### src/rtl/mem_access.sv
// mem_access: memory stage issuing one req/gnt/rvalid bus transaction per load/store.
// Formats load data and registers the writeback triple.
module mem_access #(
  parameter int BUS_TIMEOUT = 255
) (
  input  logic        clk,
  input  logic        rst_b,
  input  logic        lb_exe,
  input  logic        lh_exe,
  input  logic        lbu_exe,
  input  logic        lhu_exe,
  input  logic        lw_exe,
  input  logic        sb_exe,
  input  logic        sh_exe,
  input  logic        sw_exe,
  input  logic [31:0] mem_addr_exe,
  input  logic [31:0] reg_rdata2_exe,
  input  logic        reg_wen_exe,
  input  logic [4:0]  reg_waddr_exe,
  input  logic [31:0] reg_wdata_exe,
  output logic        hold_mem,
  output logic        dbus_req,
  output logic        dbus_we,
  output logic [31:0] dbus_addr,
  output logic [3:0]  dbus_be,
  output logic [31:0] dbus_wdata,
  input  logic        dbus_gnt,
  input  logic        dbus_rvalid,
  input  logic [31:0] dbus_rdata,
  output logic        reg_wen_mem,
  output logic [4:0]  reg_waddr_mem,
  output logic [31:0] reg_wdata_mem,
  output logic        bus_err_mem
);
  localparam int CW = BUS_TIMEOUT > 255 ? $clog2(BUS_TIMEOUT + 1) : 8;
  typedef enum logic [1:0] {IDLE, REQ, RESP, DONE} state_t;
  state_t state;
  logic [CW-1:0] cnt;
  logic we, sgn;
  logic [1:0] sz, a, ea;
  logic [4:0] waddr;
  logic [31:0] ldata, fmt;
  logic [7:0] rb;
  logic [15:0] rh;
  logic mem_op, is_b, is_h, is_st, timeout;
  assign mem_op = lb_exe | lh_exe | lbu_exe | lhu_exe | lw_exe | sb_exe | sh_exe | sw_exe;
  assign is_b = lb_exe | lbu_exe | sb_exe;
  assign is_h = lh_exe | lhu_exe | sh_exe;
  assign is_st = sb_exe | sh_exe | sw_exe;
  assign ea = mem_addr_exe[1:0];
  assign timeout = cnt == CW'(BUS_TIMEOUT - 1);
  assign hold_mem = state == IDLE ? mem_op : state != DONE;
  // sz: 0 byte, 1 half, 2 word
  assign rb = dbus_rdata[{a, 3'b000} +: 8];
  assign rh = a[1] ? dbus_rdata[31:16] : dbus_rdata[15:0];
  assign fmt = sz == 2'd0 ? {{24{sgn & rb[7]}}, rb} :
               sz == 2'd1 ? {{16{sgn & rh[15]}}, rh} : dbus_rdata;
  always_ff @(posedge clk or negedge rst_b) begin
    if (!rst_b) begin
      state <= IDLE;
      cnt <= '0;
      we <= 1'b0;
      sgn <= 1'b0;
      sz <= 2'd0;
      a <= 2'd0;
      waddr <= 5'd0;
      ldata <= 32'd0;
      dbus_req <= 1'b0;
      dbus_we <= 1'b0;
      dbus_addr <= 32'd0;
      dbus_be <= 4'd0;
      dbus_wdata <= 32'd0;
      reg_wen_mem <= 1'b0;
      reg_waddr_mem <= 5'd0;
      reg_wdata_mem <= 32'd0;
      bus_err_mem <= 1'b0;
    end else begin
      bus_err_mem <= 1'b0;
      case (state)
        IDLE:
          if (mem_op) begin
            state <= REQ;
            cnt <= '0;
            dbus_req <= 1'b1;
            dbus_we <= is_st;
            we <= is_st;
            dbus_addr <= {mem_addr_exe[31:2], 2'b00};
            dbus_be <= is_b ? 4'b0001 << ea : is_h ? (ea[1] ? 4'b1100 : 4'b0011) : 4'b1111;
            dbus_wdata <= is_b ? {4{reg_rdata2_exe[7:0]}} :
                          is_h ? {2{reg_rdata2_exe[15:0]}} : reg_rdata2_exe;
            sz <= is_b ? 2'd0 : is_h ? 2'd1 : 2'd2;
            sgn <= lb_exe | lh_exe;
            a <= ea;
            waddr <= reg_waddr_exe;
            reg_wen_mem <= 1'b0;
          end else begin
            reg_wen_mem <= reg_wen_exe & (reg_waddr_exe != 5'd0);
            reg_waddr_mem <= reg_waddr_exe;
            reg_wdata_mem <= reg_wdata_exe;
          end
        REQ: begin
          reg_wen_mem <= 1'b0;
          cnt <= dbus_gnt ? '0 : cnt + 1'b1;
          if (dbus_gnt) begin
            dbus_req <= 1'b0;
            state <= we ? DONE : RESP;
          end else if (timeout) begin
            dbus_req <= 1'b0;
            bus_err_mem <= 1'b1;
            state <= DONE;
          end
        end
        RESP: begin
          reg_wen_mem <= 1'b0;
          cnt <= cnt + 1'b1;
          if (dbus_rvalid) begin
            ldata <= fmt;
            state <= DONE;
          end else if (timeout) begin
            bus_err_mem <= 1'b1;
            state <= DONE;
          end
        end
        DONE: begin
          // bus_err_mem is still high here when the access was aborted
          state <= IDLE;
          reg_wen_mem <= !we && !bus_err_mem && waddr != 5'd0;
          if (!we && !bus_err_mem) begin
            reg_waddr_mem <= waddr;
            reg_wdata_mem <= ldata;
          end
        end
      endcase
    end
  end
endmodule
### config.mk
export PLATFORM = sky130hd
export DESIGN_NAME = mem_access
export DESIGN_NICKNAME = d
export VERILOG_FILES = /design/src/rtl/mem_access.sv
export SDC_FILE = /design/constraint.sdc
export NUM_CORES = 1
export LEC_CHECK = 0
export ABC_AREA = 1
export BUFFER_PORTS_ARGS = -buffer_cell sky130_fd_sc_hd__buf_2
export CAP_MARGIN = 10
export CORE_MARGIN = 4
export CORE_UTILIZATION = 30
export CTS_BUF_LIST = sky130_fd_sc_hd__clkbuf_4 sky130_fd_sc_hd__clkbuf_8
export DETAILED_ROUTE_END_ITERATION = 7
export PLACE_DENSITY = 0.63
export SLEW_MARGIN = 25
export SYNTH_ARGS = -nofsm -noshare
export SYNTH_HDL_FRONTEND = slang
export SYNTH_SLANG_ARGS = --single-unit
### constraint.sdc
create_clock -name clk -period 1.7 [get_ports clk]
set_clock_uncertainty 0.15 [all_clocks]
set_input_delay 0 -clock clk [delete_from_list [all_inputs] [get_ports clk]]
set_output_delay 0 -clock clk [all_outputs]
set_load 0.005 [all_outputs]
# After elaboration in Yosys (flattened, before gate mapping)
# Cells that the tools add are included.
# totals
wordCells,98
input_bits,146
output_inout_bits,110
ff_bits,159
ramBits,0
memories,0
latch_bits,0
rom_bits,0
# op_classes
n_shift,2
magnitude_cmp,0
eq_ne,10
muxes,36
n_div,0
n_bitwise,16
n_reduce_logical,17
mul,0
add_sub_neg,1
# ops
op,count
$mux 32,6
$pmux 32 s2,1
$shiftx 32x6->8,1
$pmux 8 s3,1
$mux 16,1
$mux 8,2
$or 1x1->1,13
$mux 2,6
$mux 4,3
$mux 5,2
$pmux 5 s2,1
$reduce_bool 5->1,2
$mux 1,9
$add 8x1->8 const B,1
$eq 8x8->1 const B,1
$ne 2x2->1 const B,4
$pmux 2 s4,1
$reduce_and 2->1,3
$reduce_and 3->1,2
$eq 2x1->1 const B,2
$eq 2x2->1 const B,2
$logic_not 2->1,2
$pmux 1 s2,2
$reduce_bool 2->1,2
other kinds (8),12

# Longest topological paths before layout
# Gate-level depths: netlist of the first run.
# logic_depth
ltp_word,9
depth_mapped,11
mapped_depth_nobuf,10

# Worst setup path after synthesis of the first run
# No wires, ideal clock.
# synth_path
path_kind,reg-to-reg
start,register state[1]
end,register reg_wdata_mem[16]
synth_period_minus_slack_ns,1.846
slack_ns,-0.146
n_path_buf,2
path_stages_with_launch,6
arrival_time_ns,1.574
setup_time_ns,0.122
path_cell_list,dfrtp_1 -> ha_1 -> buf_2 -> buf_1 -> mux2i_1 -> o21ai_2
# synth_via
elab_chain_len,3
elab_cells_between_ends,7
classes_between,eq/ne (3); mux (1); reduce/logical (3)
# synth_rtl
element,line_no,text
"start, declared",37,state_t state;
"start signal, assigned",106,state <= we ? DONE : RESP;
$eq 2x2->1 or $logic_not 2->1 (tied branches),79,case (state)
$ne 2x2->1 (no source line) or $reduce_bool 2->1 (tied branches),n/a,
$reduce_and 3->1 (no source line),n/a,
"end signal, assigned",99,reg_wdata_mem <= reg_wdata_exe;
"end signal, assigned",130,reg_wdata_mem <= ldata;
"end, declared",32,"output logic [31:0] reg_wdata_mem,"
# Parallel ways exist; a longest one is shown, timed or not.
# A chain may end at the register's enable or synchronous reset.

# Worst setup path in the final report of the first run
# layout_path
start,register state[0]
end,register reg_wdata_mem[20]
# Same word-level chain as after synthesis.

==> flow_metrics.tcl, run 1 <==
set metrics [dict create \
    grt_max_degree 42 \
    clock_path_buffers 2 \
    die_x_um 173 \
    status "finished, final reports clean" \
    cp-end-kind "flip-flop" \
    final_util 0.461 \
    slowest_delay_ns 0.42 \
    r2r-start "state[0]$_DFFE_PN0P_" \
    p_total_mw 19.1 \
    synth_top_flop_cell "dfrtp_1" \
    io_pins 256 \
    ys_warn_count 0 \
    diodes 0 \
    syn2layout_area_growth_pct 51.6 \
    drc_errors 0 \
    drtPass1Iterations 5 \
    grt_pass1_wl_mm 47.6 \
    drt-initial-drc-count 480 \
    synth_top_family_by_area "simple AND/OR/NAND/NOR gates" \
    seq_area_frac_synth 0.487 \
    numPortBuffers 253 \
    ant_nets 0 \
    rsz0062_at_grt "true" \
    syn_area_per_cell_sq_um 7.82 \
    cap_violations 0 \
    syn_inst 1044 \
    hold_depth 7 \
    fin_tns_setup_ns 0 \
    synth.distinct_cells 29 \
    synth_compound_area_frac 0.109 \
    num_rows 60 \
    max_freq_mhz 599 \
    hold_viol 0 \
    viasPerCell 4.75 \
    grt_overflow 0 \
    clkTransAtPathRegs_ns 0.09 \
    cts_tree "yes" \
    fillerInstances 2564 \
    syn-cell-area_sq_um 8170 \
    ff2ff_setup_slack_ns 0.03 \
    routabilityCongestion 0.867 \
    grtUsageTotal 0.195 \
    slew_headroom 0.664 \
    fin_nets 1628 \
    dieArea_sq_um 29900 \
    die_y_um 173 \
    synthAdderAreaFrac 0.0123 \
    crit_required_ns 1.89 \
    vdd_drop_max_uv 990 \
    clock-sinks 159 \
    finalNonFillerCells 1827 \
    min_from "lb_exe" \
    antenna_found_initial 0 \
    tightest_slew_ns 0.503 \
    whs_endpoint "state[1]$_DFFE_PN0P_" \
    synthArstFlopShare 1.00 \
    rr_endpoint "reg_wdata_mem[20]$_DFFE_PN0P_" \
    cp.arrival_ns 1.86 \
    power.leakage_nw 6.57 \
    drive_above_1_share 0.275 \
    worstSetupPathType "flip-flop to flip-flop" \
    vias 8685 \
    power.density_nw_per_um2 1540 \
    period_needed_ns 1.67 \
    clock-root-buffer "clkbuf_8" \
    synth_simple_gate_area_frac 0.274 \
    place_inst 1632 \
    cp_max_fo 28 \
    htree_levels 4 \
    startpoint_type "flip-flop" \
    crit_path_top_delay_cell "dfrtp_1" \
    grt_pass1_vias 8912 \
    clk_latency_ns 0.45 \
    synthXorXnorAreaFrac 0.00107 \
    initial_core_util 0.304 \
    routed_wl_mm 29.9 \
    synth_enable_flop_cells 0 \
    place_hpwl_mm 19.7 \
    synth-seq-cells 159 \
    wl_per_cell_um 16.4 \
    slew_violations 0 \
    r2r_cells 8 \
    period_share 0.981 \
    setup_viol 0 \
    synthMuxAreaShare 0.0417 \
    crit_chain "ha_2 -> inv_1 -> nor2_1 -> nor2_2 -> nand2_4 -> buf_16 -> nand2_1 -> o21ai_2" \
    hold_path_class "input port to flip-flop" \
    timing.hold.ws_ns 0.0263 \
    coreArea_sq_um 26900 \
    cts_made_buffers 17 \
]
-- power by group --
part,internal (mW),switching (mW),total (mW)
Clock,1.63,1.59,3.21
Combinational,4.15,5.22,9.37
Sequential,5.46,1.06,6.51
-- cells by family after synthesis --
| kind of cell | count (synthesis) |
|---|---|
| mux | 34 |
| fa+ha+maj | 8 |
| compound gates | 146 |
| simple gates | 558 |
| xor+xnor | 1 |
| other cells | 1 |
| flops | 159 |
| buf+inv | 137 |
-- how the worst max path moves through the flow --
stage | from | end | cells after the start
floorplan | state[0]$_DFFE_PN0P_ | reg_waddr_mem[4]$_DFFE_PN0P_ | 9
global placement | state[0]$_DFFE_PN0P_ | hold_mem | 6
detailed placement | state[0]$_DFFE_PN0P_ | reg_wdata_mem[14]$_DFFE_PN0P_ | 8
CTS | state[1]$_DFFE_PN0P_ | ldata[28]$_DFFE_PN0P_ | 8
global route | state[0]$_DFFE_PN0P_ | reg_wdata_mem[6]$_DFFE_PN0P_ | 7
finish | state[0]$_DFFE_PN0P_ | reg_wdata_mem[20]$_DFFE_PN0P_ | 8
-- synthesized netlist by cell type, types with 2 or more instances --
| cell type | instances | area, sq um |
|---|---|---|
| a21oi_1 | 31 | 155 |
| buf_1 | 7 | 26.3 |
| buf_2 | 16 | 80.1 |
| buf_4 | 5 | 37.5 |
| buf_6 | 8 | 90.1 |
| clkbuf_1 | 19 | 71.3 |
| clkinv_1 | 2 | 7.51 |
| dfrtp_1 | 159 | 3980 |
| ha_1 | 8 | 100 |
| inv_1 | 79 | 297 |
| mux2i_1 | 34 | 340 |
| nand2_1 | 467 | 1750 |
| nand2_2 | 4 | 25.0 |
| nand3_1 | 52 | 260 |
| nand4_1 | 8 | 50.1 |
| nor2_1 | 18 | 67.6 |
| nor2_4 | 2 | 22.5 |
| nor3_1 | 4 | 20.0 |
| o211ai_1 | 17 | 128 |
| o21ai_0 | 64 | 320 |
| o21ai_1 | 3 | 15.0 |
| o21ai_2 | 30 | 263 |
-- stage by stage --
stage,worst slack [ns],cell area [sq um]
finish,0.0317,12400
global route,-0.0952,12400
CTS,0.00228,12200
detailed placement,-0.0248,10100
global placement,-0.0142,10100
floorplan,0.0326,8180
-- worst max-delay path: cells and delay by family, from the launching register on --
kind,cells,cell delay [ns]
buffers and inverters,2,0.27
and+or+nand+nor,4,0.43
AOI/OAI and AO/OA,1,0.06
adders and majority gates,1,0.22
DFF,1,0.42
-- state kept, by name, summed over array words and instances (netlist names) --
name,cells
reg_wdata_mem,32
dbus_req,1
dbus_wdata,32
state,2
cnt,8
a,2
we,1
ldata,32
dbus_be,4
sgn,1
bus_err_mem,1
dbus_addr,30
waddr,5
sz,2
reg_waddr_mem,5
reg_wen_mem,1
-- routing by layer --
metal  global-route usage  routed length (um)
met2                0.331               14600
met4               0.0585                 652
met1                0.243               12300
met3               0.0531                2320
met5                    0                   0
-- repair_timing --
action | 4_1_cts | 5_1_grt
cloned | 2 | 3
gates resized for setup | 17 | 36
buffers inserted | 7 | 0
endpoints found under the hold margin | 312 | 0
endpoints found under the setup margin | 46 | 128
pin swaps | 6 | 3
hold buffers | 152 | 0
-- cell usage in the layout, fill, tap and decap left out, types with 17 or more instances in the layout --
| cell type | count |
|---|---|
| o21ai_2 | 31 |
| o21ai_0 | 57 |
| dfrtp_1 | 158 |
| nand2_1 | 463 |
| a21oi_1 | 28 |
| nand3_1 | 49 |
| clkbuf_8 | 17 |
| buf_4 | 37 |
| inv_1 | 75 |
| dlygate4sd3_1 | 152 |
| buf_2 | 251 |
| mux2i_1 | 34 |
| o211ai_1 | 17 |
-- final cells by class --
type / count / area, sq um / share of cell area
sequential: 159 / 3980 / 0.321
timing repair buffer: 465 / 3540 / 0.285
tap: 341 / 427 / 0.0344
clock buffer: 17 / 234 / 0.0189
multi-input combinational: 749 / 3690 / 0.298
clock inverter: 14 / 204 / 0.0165
inverter: 82 / 313 / 0.0253
(Power assumes the default switching activity.)
==> inputs of run 2 (changes only) <==
REMOVE_ABC_BUFFERS = 1   (was unset)
==> flow_metrics.tcl, run 2 (same netlist as run 1, synthesis figures left out) <==
set metrics [dict create \
    cts_made_buffers 17 \
    ff2ff_setup_slack_ns 0.02 \
    htree_levels 4 \
    hold_viol 0 \
    status "finished, final reports clean" \
    place_hpwl_mm 18.9 \
    ant_nets 0 \
    comb_power_share 0.509 \
    fin_nets 1642 \
    grtUsageTotal 0.193 \
    grt_overflow 0 \
    slew_headroom 0.667 \
    rr_endpoint "reg_wdata_mem[17]$_DFFE_PN0P_" \
    p_seq_frac 0.335 \
    place_area_sq_um 10100 \
    worst-path-buf-inv 3 \
    antenna_found_initial 0 \
    crit_chain "buf_6 -> ha_4 -> inv_2 -> nor2_2 -> nor2_4 -> nand2_8 -> clkbuf_16 -> nand2_2 -> o21ai_2" \
    clkPwrFrac 0.156 \
    numPortBuffers 253 \
    wl_per_cell_um 16.3 \
    grt_pass1_vias 8933 \
    max_freq_mhz 594 \
    fin_tns_setup_ns 0 \
    r2r_cells 9 \
    p_total_mw 19.7 \
    clk_latency_ns 0.46 \
    viasPerCell 4.76 \
    drt-initial-drc-count 596 \
    reg.largest.list "dbus_wdata: 32 flops, ldata: 32 flops, reg_wdata_mem: 32 flops" \
    vdd_drop_max_uv 672 \
    whs_endpoint "dbus_wdata[29]$_DFFE_PN0P_" \
    die_y_um 173 \
    power.net_switching_mw 8.32 \
    coreArea_sq_um 26900 \
    cp-end-kind "flip-flop" \
    tightest_slew_ns 0.499 \
    dieArea_sq_um 29900 \
    clock-sinks 159 \
    clock-root-buffer "clkbuf_8" \
    clock_path_buffers 2 \
    most-common-layout-cells "434 x nand2_1, 253 x buf_2, 157 x dfrtp_1, 155 x dlygate4sd3_1, 75 x inv_1" \
    switching_share 0.423 \
    hold_depth 9 \
    clkTransAtPathRegs_ns 0.10 \
    initial_core_util 0.304 \
    num_rows 60 \
    crit_path_top_delay_cell "dfrtp_1" \
    setup_viol 0 \
    crit_required_ns 1.90 \
    cp.arrival_ns 1.88 \
    final_common_cell "nand2_1" \
    period_share 0.990 \
    startpoint_type "flip-flop" \
    drc_errors 0 \
    cap_violations 0 \
    min_from "sh_exe" \
    cts_tree "yes" \
    vias 8769 \
    worstSetupPathType "flip-flop to flip-flop" \
    syn2layout_area_growth_pct 55.0 \
    routed_wl_mm 30.0 \
    drive_above_1_share 0.302 \
    fin_area_sq_um 12700 \
    routabilityCongestion 0.863 \
    grt_pass1_wl_mm 47.3 \
    die_x_um 173 \
    drtPass1Iterations 8 \
    grt_max_degree 42 \
    period_needed_ns 1.68 \
    cp_max_fo 9 \
    io_pins 256 \
    slew_violations 0 \
    slowest_delay_ns 0.41 \
    hold_path_class "input port to flip-flop" \
    cp_top_family "buffers and inverters" \
    power.density_nw_per_um2 1550 \
    power.leakage_nw 6.67 \
    rsz0062_at_grt "true" \
    r2r-start "state[1]$_DFFE_PN0P_" \
    power.internal_mw 11.3 \
]
## run 2: worst max path at each step
stage / start / to / slack (ns) / depth (start not counted)
floorplan: state[1]$_DFFE_PN0P_ / reg_waddr_mem[0]$_DFFE_PN0P_ / -2.05 / 7
finish: state[1]$_DFFE_PN0P_ / reg_wdata_mem[17]$_DFFE_PN0P_ / 0.02 / 9
global route: state[1]$_DFFE_PN0P_ / reg_waddr_mem[0]$_DFFE_PN0P_ / -0.05 / 9
detailed placement: state[0]$_DFFE_PN0P_ / hold_mem / -0.22 / 6
CTS: state[1]$_DFFE_PN0P_ / hold_mem / -0.03 / 5
global placement: state[0]$_DFFE_PN0P_ / hold_mem / -0.19 / 6
## run 2: repair_timing
item | CTS | global route
endpoints found under the hold margin | 316 | 0
hold buffers | 155 | 0
cloned | 2 | 8
gates resized for setup | 14 | 82
setup buffers | 5 | 5
setup endpoints to repair | 91 | 121
pin swaps | 3 | 7
## run 2: through the flow
step	hold WS, ns	cells	util	worst slack [ns]
final	0.0735	1843	0.471	0.0169
after global routing	0.0934	1842	0.471	-0.0505
after CTS	0.0352	1829	0.454	-0.0288
after detailed placement	-0.191	1635	0.375	-0.221
after global placement	-0.201	1635	0.375	-0.188
after floorplan	-0.446	990	-	-2.05
## run 2: worst register-to-register path, cell delays in order (launching register included)
cell and delay [ns]:
dfrtp_1 0.41, buf_6 0.14, ha_4 0.17, inv_2 0.06, nor2_2 0.05, nor2_4 0.15
nand2_8 0.14, clkbuf_16 0.22, nand2_2 0.06, o21ai_2 0.04
## run 2: layout make-up
type	count	area, sq um
diodes	1	2.50
clock inverters	15	186
inverters	82	313
multi-input cells	749	3780
fillers	2554	14200
well taps	341	427
repair buffers	479	3730
flip-flops and latches	159	3980
clock buffers	17	234
## run 2: power groups by stage
stage / logic, mW / registers, mW / clock network (mW)
floorplan: 4.33 / 6.48 / 0
global placement: 7.93 / 6.50 / 0
detailed placement: 8.11 / 6.49 / 0
CTS: 8.91 / 6.46 / 3.16
global route: 11.1 / 6.79 / 3.32
finish: 10.0 / 6.59 / 3.07
## run 2: per-layer routing
metal / GRT usage / wire [um] / share of wire
met2: 0.324 / 14200 / 0.47
met3: 0.0568 / 2380 / 0.079
met5: 0 / 0 / 0
met4: 0.0492 / 548 / 0.018
met1: 0.245 / 12800 / 0.43
